--- config.mk ---
export PLATFORM = sky130hd
export DESIGN_NAME = instr_fetch
export DESIGN_NICKNAME = d
export VERILOG_FILES = /design/src/rtl/instr_fetch_pkg.sv /design/src/rtl/fetch_fifo.sv /design/src/rtl/instr_fetch.sv
export SDC_FILE = /design/constraint.sdc
export NUM_CORES = 1
export LEC_CHECK = 0
export CAP_MARGIN = 10
export CORE_MARGIN = 2
export CORE_UTILIZATION = 56
export CTS_BUF_LIST = sky130_fd_sc_hd__clkbuf_16
export CTS_CLUSTER_DIAMETER = 40
export DETAILED_ROUTE_END_ITERATION = 8
export PLACE_DENSITY = 0.85
export SYNTH_ARGS = -nofsm -noshare
export SYNTH_HDL_FRONTEND = slang
export SYNTH_SLANG_ARGS = --single-unit
--- constraint.sdc ---
create_clock -name clk -period 5.25 [get_ports clk]
set_input_delay 0.7875 -clock clk [delete_from_list [all_inputs] [get_ports clk]]
set_output_delay 0.7875 -clock clk [all_outputs]
set_load 0.01 [all_outputs]
--- src/rtl/instr_fetch_pkg.sv ---
// instr_fetch_pkg: widths and the {pc, instr} bundle
// handed from fetch to decode.
package instr_fetch_pkg;

  localparam int ADDR_W = 12;
  localparam int DATA_W = 12;

  localparam logic [ADDR_W-1:0] RESET_PC = 12'h000;

  typedef logic [ADDR_W-1:0] pc_t;
  typedef logic [DATA_W-1:0] instr_t;

  typedef struct packed {
    pc_t    pc;
    instr_t instr;
  } fetch_entry_t;

  function automatic pc_t pc_inc(pc_t pc);
    return pc + pc_t'(1);
  endfunction

endpackage

--- src/rtl/fetch_fifo.sv ---
// fetch_fifo: DEPTH-entry synchronous FIFO of fetch entries
// with synchronous flush; head is read straight from storage.
module fetch_fifo
  import instr_fetch_pkg::*;
#(
  parameter int DEPTH = 2
) (
  input  logic                       clk,
  input  logic                       rst,
  input  logic                       push_i,
  input  logic                       pop_i,
  input  logic                       flush_i,
  input  fetch_entry_t               wdata_i,
  output fetch_entry_t               head_o,
  output logic [$clog2(DEPTH+1)-1:0] count_o
);

  localparam int CNT_W = $clog2(DEPTH+1);
  localparam int PTR_W = (DEPTH > 1) ? $clog2(DEPTH) : 1;

  fetch_entry_t     mem_q [DEPTH];
  logic [PTR_W-1:0] rd_q, rd_d;
  logic [PTR_W-1:0] wr_q, wr_d;
  logic [CNT_W-1:0] cnt_q, cnt_d;
  logic             full;
  logic             empty;

  function automatic logic [PTR_W-1:0] wrap_inc(
    logic [PTR_W-1:0] p
  );
    if (p == PTR_W'(DEPTH-1)) return '0;
    return p + PTR_W'(1);
  endfunction

  assign full  = (cnt_q == CNT_W'(DEPTH));
  assign empty = (cnt_q == '0);

  always_comb begin
    rd_d  = rd_q;
    wr_d  = wr_q;
    cnt_d = cnt_q;
    if (flush_i) begin
      rd_d  = '0;
      wr_d  = '0;
      cnt_d = '0;
    end else begin
      if (push_i) wr_d = wrap_inc(wr_q);
      if (pop_i)  rd_d = wrap_inc(rd_q);
      unique case ({push_i, pop_i})
        2'b10:   cnt_d = cnt_q + CNT_W'(1);
        2'b01:   cnt_d = cnt_q - CNT_W'(1);
        default: cnt_d = cnt_q;
      endcase
    end
  end

  always_ff @(posedge clk) begin
    if (rst) begin
      rd_q  <= '0;
      wr_q  <= '0;
      cnt_q <= '0;
      for (int i = 0; i < DEPTH; i++) begin
        mem_q[i] <= '0;
      end
    end else begin
      rd_q  <= rd_d;
      wr_q  <= wr_d;
      cnt_q <= cnt_d;
      if (push_i && !flush_i) begin
        mem_q[wr_q] <= wdata_i;
      end
    end
  end

  assign head_o  = mem_q[rd_q];
  assign count_o = cnt_q;

  // The fetch credit check must keep these unreachable.
  a_no_overflow: assert property (
    @(posedge clk) disable iff (rst)
    !(push_i && !pop_i && !flush_i && full)
  );

  a_no_underflow: assert property (
    @(posedge clk) disable iff (rst)
    !(pop_i && empty)
  );

endmodule

--- src/rtl/instr_fetch.sv ---
// instr_fetch: PC sequencing over a 1-cycle synchronous imem,
// buffering {pc, instr} for decode with redirect/flush.
module instr_fetch #(
  parameter int DEPTH = 2,
  parameter logic [instr_fetch_pkg::ADDR_W-1:0] RESET_PC =
    instr_fetch_pkg::RESET_PC
) (
  input  logic                                clk,
  input  logic                                rst,
  output logic [instr_fetch_pkg::ADDR_W-1:0]  imem_addr,
  input  logic [instr_fetch_pkg::DATA_W-1:0]  imem_data,
  input  logic                                redirect_valid,
  input  logic [instr_fetch_pkg::ADDR_W-1:0]  redirect_pc,
  output logic                                out_valid,
  input  logic                                out_ready,
  output logic [instr_fetch_pkg::DATA_W-1:0]  out_instr,
  output logic [instr_fetch_pkg::ADDR_W-1:0]  out_pc
);

  import instr_fetch_pkg::*;

  localparam int CNT_W = $clog2(DEPTH+1);

  pc_t              fetch_pc_q, fetch_pc_d;
  pc_t              dphase_pc_q, dphase_pc_d;
  logic             dphase_q, dphase_d;
  logic [CNT_W-1:0] count;
  logic [CNT_W:0]   inflight;
  logic [CNT_W:0]   limit;
  logic             issue;
  logic             push;
  logic             pop;
  fetch_entry_t     wentry;
  fetch_entry_t     head;

  assign out_valid = (count != '0);
  assign pop       = out_valid & out_ready;
  assign push      = dphase_q & ~redirect_valid;

  // Credit: buffered + in-flight must fit once this cycle's pop leaves.
  assign inflight = {1'b0, count} + (CNT_W+1)'(dphase_q);
  assign limit    = (CNT_W+1)'(DEPTH) + (CNT_W+1)'(pop);
  assign issue    = ~redirect_valid & (inflight < limit);

  always_comb begin
    fetch_pc_d  = fetch_pc_q;
    dphase_pc_d = dphase_pc_q;
    dphase_d    = 1'b0;
    if (redirect_valid) begin
      fetch_pc_d = redirect_pc;
    end else if (issue) begin
      fetch_pc_d  = pc_inc(fetch_pc_q);
      dphase_pc_d = fetch_pc_q;
      dphase_d    = 1'b1;
    end
  end

  always_ff @(posedge clk) begin
    if (rst) begin
      fetch_pc_q  <= RESET_PC;
      dphase_pc_q <= '0;
      dphase_q    <= 1'b0;
    end else begin
      fetch_pc_q  <= fetch_pc_d;
      dphase_pc_q <= dphase_pc_d;
      dphase_q    <= dphase_d;
    end
  end

  assign wentry.pc    = dphase_pc_q;
  assign wentry.instr = imem_data;

  fetch_fifo #(
    .DEPTH (DEPTH)
  ) u_fifo (
    .clk     (clk),
    .rst     (rst),
    .push_i  (push),
    .pop_i   (pop),
    .flush_i (redirect_valid),
    .wdata_i (wentry),
    .head_o  (head),
    .count_o (count)
  );

  assign imem_addr = fetch_pc_q;
  assign out_instr = head.instr;
  assign out_pc    = head.pc;

endmodule

Word-level counts from Yosys, hierarchy flattened
Memory sizes are Yosys's and may differ from the RTL's. A register that Yosys moved wholly into a read port is not among the register bits.
Index checks and enable logic that the tools add are counted.

operators by class
  add/sub/neg operators = 7
  magnitude comparators = 1
  eq/ne operators = 2
  muxes and demuxes = 24
  bitwise operators = 4
  reductions and logical operators = 8

operators with widths
  operator                                                               count
  12-bit 2-to-1 mux                                                      2
  24-bit 2-to-1 mux                                                      1
  24-bit OR reduction                                                    1
  1-bit 2-to-1 mux                                                       20
  12-bit by 1-bit adder with 12-bit output, second input constant        1
  2-bit nonzero test                                                     3
  2-bit case mux with 2 select lines                                     1
  2-bit by 1-bit adder with 3-bit output                                 1
  2-bit by 1-bit adder with 3-bit output, first input constant           1
  1-bit AND                                                              3
  3-bit less-than comparator                                             1
  1-bit adder, second input constant                                     2
  2-bit by 1-bit adder with 2-bit output, second input constant          1
  2-bit by 1-bit equality test with 1-bit output, second input constant  1
  2-bit equality test, second input constant                             1
  2-bit AND reduction                                                    1
  2-bit OR reduction                                                     1
  2-bit by 1-bit subtractor with 2-bit output, second input constant     1
  1-bit logical AND                                                      1
  1-bit logical NOT                                                      1
  1-bit inverter                                                         1

word-level totals
  bits in registers = 29
  bits in writable memories = 48
  input bits = 28
  output and inout bits = 37
  logic and storage cells = 53
  memories = 1

memory list
  memory        words  width  read ports  clocked after memory_dff  wr ports  line              RTL
  u_fifo.mem_q  2      24     1           1                         2         fetch_fifo.sv:21  fetch_entry_t mem_q [DEPTH];

Logic depth before layout (Yosys ltp)
  word-level depth = 8
  depth in mapped cells = 7
  gate-level depth less buffers = 7

Modules after synthesis
Synthesis repeated with hierarchy kept, for this count alone.

unflattened totals
  cells, all modules = 338
  area total of the unflattened synthesis = 3569.7 um^2

modules (own cells, without submodules)
  module       times used  cells an instance  area an instance (um^2)  seq. area each (um^2)
  fetch_fifo   1           179                2321.0                   1541.5
  instr_fetch  1           159                1248.7                   500.5

Least setup slack after synthesis
Ideal clock, no wire load.

  path kind = input-to-reg
  start = in redirect_valid
  end = mem u_fifo.mem_q[0][0] in the netlist's numbering (enable)
  setup time = 0.410 ns
  data arrival time = 2.159 ns
  data required time = 4.840 ns
  setup slack = 2.681 ns
  stages = 3
  cells stage by stage = inv_1 -> nand2_1 -> o21bai_1

RTL lines
  element      line               RTL
  from (decl)  instr_fetch.sv:12  input logic redirect_valid,
  to (decl)    fetch_fifo.sv:21

==> results.md <==
* Largest net degree at the start of global routing at 35
* Die width at about 83 um
* CTS tree: built
* Worst-path clk slew at 0.05 ns
* Routed Antenna Nets at 0
* Worst skew pair latency at ~0.33 ns
* Antenna diode count at 0
* Total grt overflow at 0
* Post-synth top cells: 48 x and2_1, 48 x edfxtp_1, 30 x dfxtp_1, 24 x mux2_2, 20 x clkbuf_1
* Vias in the first global route at roughly 2500
* Synth top area cells: edfxtp_1 41%, dfxtp_1 17%, and2_1 8.6%, mux2_2 7.7%, a311oi_1 2.8%
* Cells after Synth at ~300
* Mapped Area at 3500 um2
* Crit path kind: primary input to register
* Worst Tran Pin Value at 1.06 ns
* Leakage power at approximately 1.6 nW
* Design area at between 4000 and 5000 um2
* Global-route wire length before repair at between 10000 and 15000 um
* CTS max path bufs at 2
* DP HPWL at 4650 um
* Clk_skew at between 0.006 and 0.007 ns
* Num Clock Sinks at 78
* Worst path arrival time at approximately 3.3 ns
* Antenna violations before repair at 0
* CTS HTree Levels at 3
* 1st-iter DRT viols at about 180
* Status: complete, no violations
* Pwr Density at roughly 330 nW/um2
* #FFs+latches synth at 78
* Post-synthesis sequential area ratio at approximately three fifths
* Max cap viols at 0
* Via count at 2536
* Core area at approximately 6000 um2
* CP Launch Type: primary input
* Layout cells sized above 1 at roughly 14%
* Req. time, crit path at approximately 5.2 ns
* Slew Limit Fails at 0
* RD Place Congestion at 0.820
* Share of the synthesized area in the top cell type at 41.2%
* Synth warnings at 0
* Nature of the critical path endpoint: register
* Clk root buf: clkbuf_16
* Max VDD drop at roughly 0.00020 V
* Total CTS buffers at 9
* Final period util at a little over three fifths
* Syn Nets at 333
* CP max FO at 25
* Hold crit path type: register to register
* Input/output buffers at 64
* Gr usage total at a little over a fifth
* Synth area leader: edfxtp_1
* WL/cell at 16.4 um
* Io pins at 65
* Final min period at approximately 3.3 ns
* Post-synth ARST share at 0%
* Area Overhead vs Synth at 29.1%
* Fin Setup TNS at 0 ns
* Row count at 28
* Post-synth EDFFs at between 40 and 50
* # setup viols final at 0
* Post-CTS setup buffers at 0
* Starting Density at roughly 58%
* Via/cell ratio at between 5 and 6
* Drt drc at 0
* Final Hold Vio Count at 0
* DP Area at around 4200 um2
* CTS Hold Bufs at 0
* Top_reg_cell synth: edfxtp_1
* RSZ-0062 raised after global routing: false
* Post-CTS sizing at 0
* Die span in y at 83.0 um
* Final wirelength at around 7000 um
* Slew HR at ~29%
* DRT Pass-1 Iters at 4
* Hold Slack at around 0.49 ns
* Max Clk Rate at between 300 and 400 MHz
* Die ar. at about 6900 um2
* Nets@finish at 390
* Distinct cells, synth at 35
* Post-Syn Area per Cell at 11.6 um2
## worst max-delay path, stage by stage
cell	delay, ns
clkdlybuf4s50_1	0.59
inv_1	0.58
nand2_1	0.28
nor3b_2	0.22
buf_4	0.26
or2_2	0.53
## cells in the final DEF (no fill, tap or decap), types with 2 or more instances in the layout
cell type	count
clkdlybuf4s50_1	64
and2_1	48
edfxtp_1	48
dfxtp_1	30
mux2_2	24
nand3_1	16
o21ai_0	15
nor2_1	14
a21oi_1	13
a311oi_1	11
clkbuf_16	11
inv_1	8
or4_1	7
o31ai_1	7
nor3_1	5
ha_1	4
nand2_1	3
or2_2	3
xnor2_1	3
nand4_1	3
xor2_1	2
nor4_1	2
or3_1	2
o31a_1	2
buf_4	2
## layer usage
metal,track usage (%),wire length (um),up-vias
met5,0,0,-
met4,10.7,158,0
met3,3.38,354,15
met2,36.5,3670,84
met1,26.9,3020,1218
li1,-,-,1219
## registers in the layout, summed over array words and instances, names as in the netlist, named ones only
| signal | flops |
|---|---|
| u_fifo.mem_q | 48 |
| dphase_pc_q | 12 |
| imem_addr | 12 |
| u_fifo.count_o | 2 |
| dphase_q | 1 |
| u_fifo.rd_q | 1 |
| u_fifo.wr_q | 1 |
## through the flow
| stage | std cells | power, mW | setup WS, ns | utilization (%) |
|---|---|---|---|---|
| final | 438 | 1.47 | 1.95 | 75.4 |
| after CTS | 436 | 1.48 | 1.91 | 75.0 |
| after floorplan | 301 | 0.765 | 2.68 | - |
| after detailed placement | 420 | 0.837 | 1.53 | 69.6 |
| after global placement | 420 | 0.832 | 1.67 | 69.6 |
| after global routing | 438 | 1.52 | 1.73 | 75.4 |
## area by class of cell
| cell class | count | area (um2) |
|---|---|---|
| Clock inverter | 5 | 46.3 |
| Clock buffer | 11 | 275 |
| Multi-Input combinational cell | 195 | 1360 |
| Timing Repair Buffer | 68 | 682 |
| Tap cell | 75 | 93.8 |
| Inverter | 6 | 22.5 |
| Fill cell | 392 | 1470 |
| Sequential cell | 78 | 2040 |
## power breakdown
part | leakage [nW] | switching, mW | internal, mW
sequential | 0.745 | 0.0216 | 0.678
combinational | 0.727 | 0.0557 | 0.0713
clock | 0.168 | 0.225 | 0.420
## worst paths after layout
path	end	slack, ns	cells after the start	startpoint
max	u_fifo.mem_q[1][23]$_SDFFCE_PN0P_	1.95	6	redirect_valid
min	dphase_pc_q[8]$_SDFFE_PP0P_	0.49	2	dphase_pc_q[8]$_SDFFE_PP0P_
max reg2reg	imem_addr[7]$_SDFFE_PP0P_	3.03	5	u_fifo.count_o[0]$_SDFFE_PP0P_
min reg2reg	dphase_pc_q[8]$_SDFFE_PP0P_	0.49	2	dphase_pc_q[8]$_SDFFE_PP0P_
## cell families after synthesis
family                     Yosys count  share of synthesized area [%]
DFF                                 78                           58.4
AOI/OAI and AO/OA                   53                           10.0
xor gates and xnor gates             5                           1.25
and+or+nand+nor                    109                           18.0
muxes                               24                           7.73
buffers and inverters               28                           3.25
adders and majority gates            4                           1.43
No activity file was read; power rests on OpenSTA's default activity.
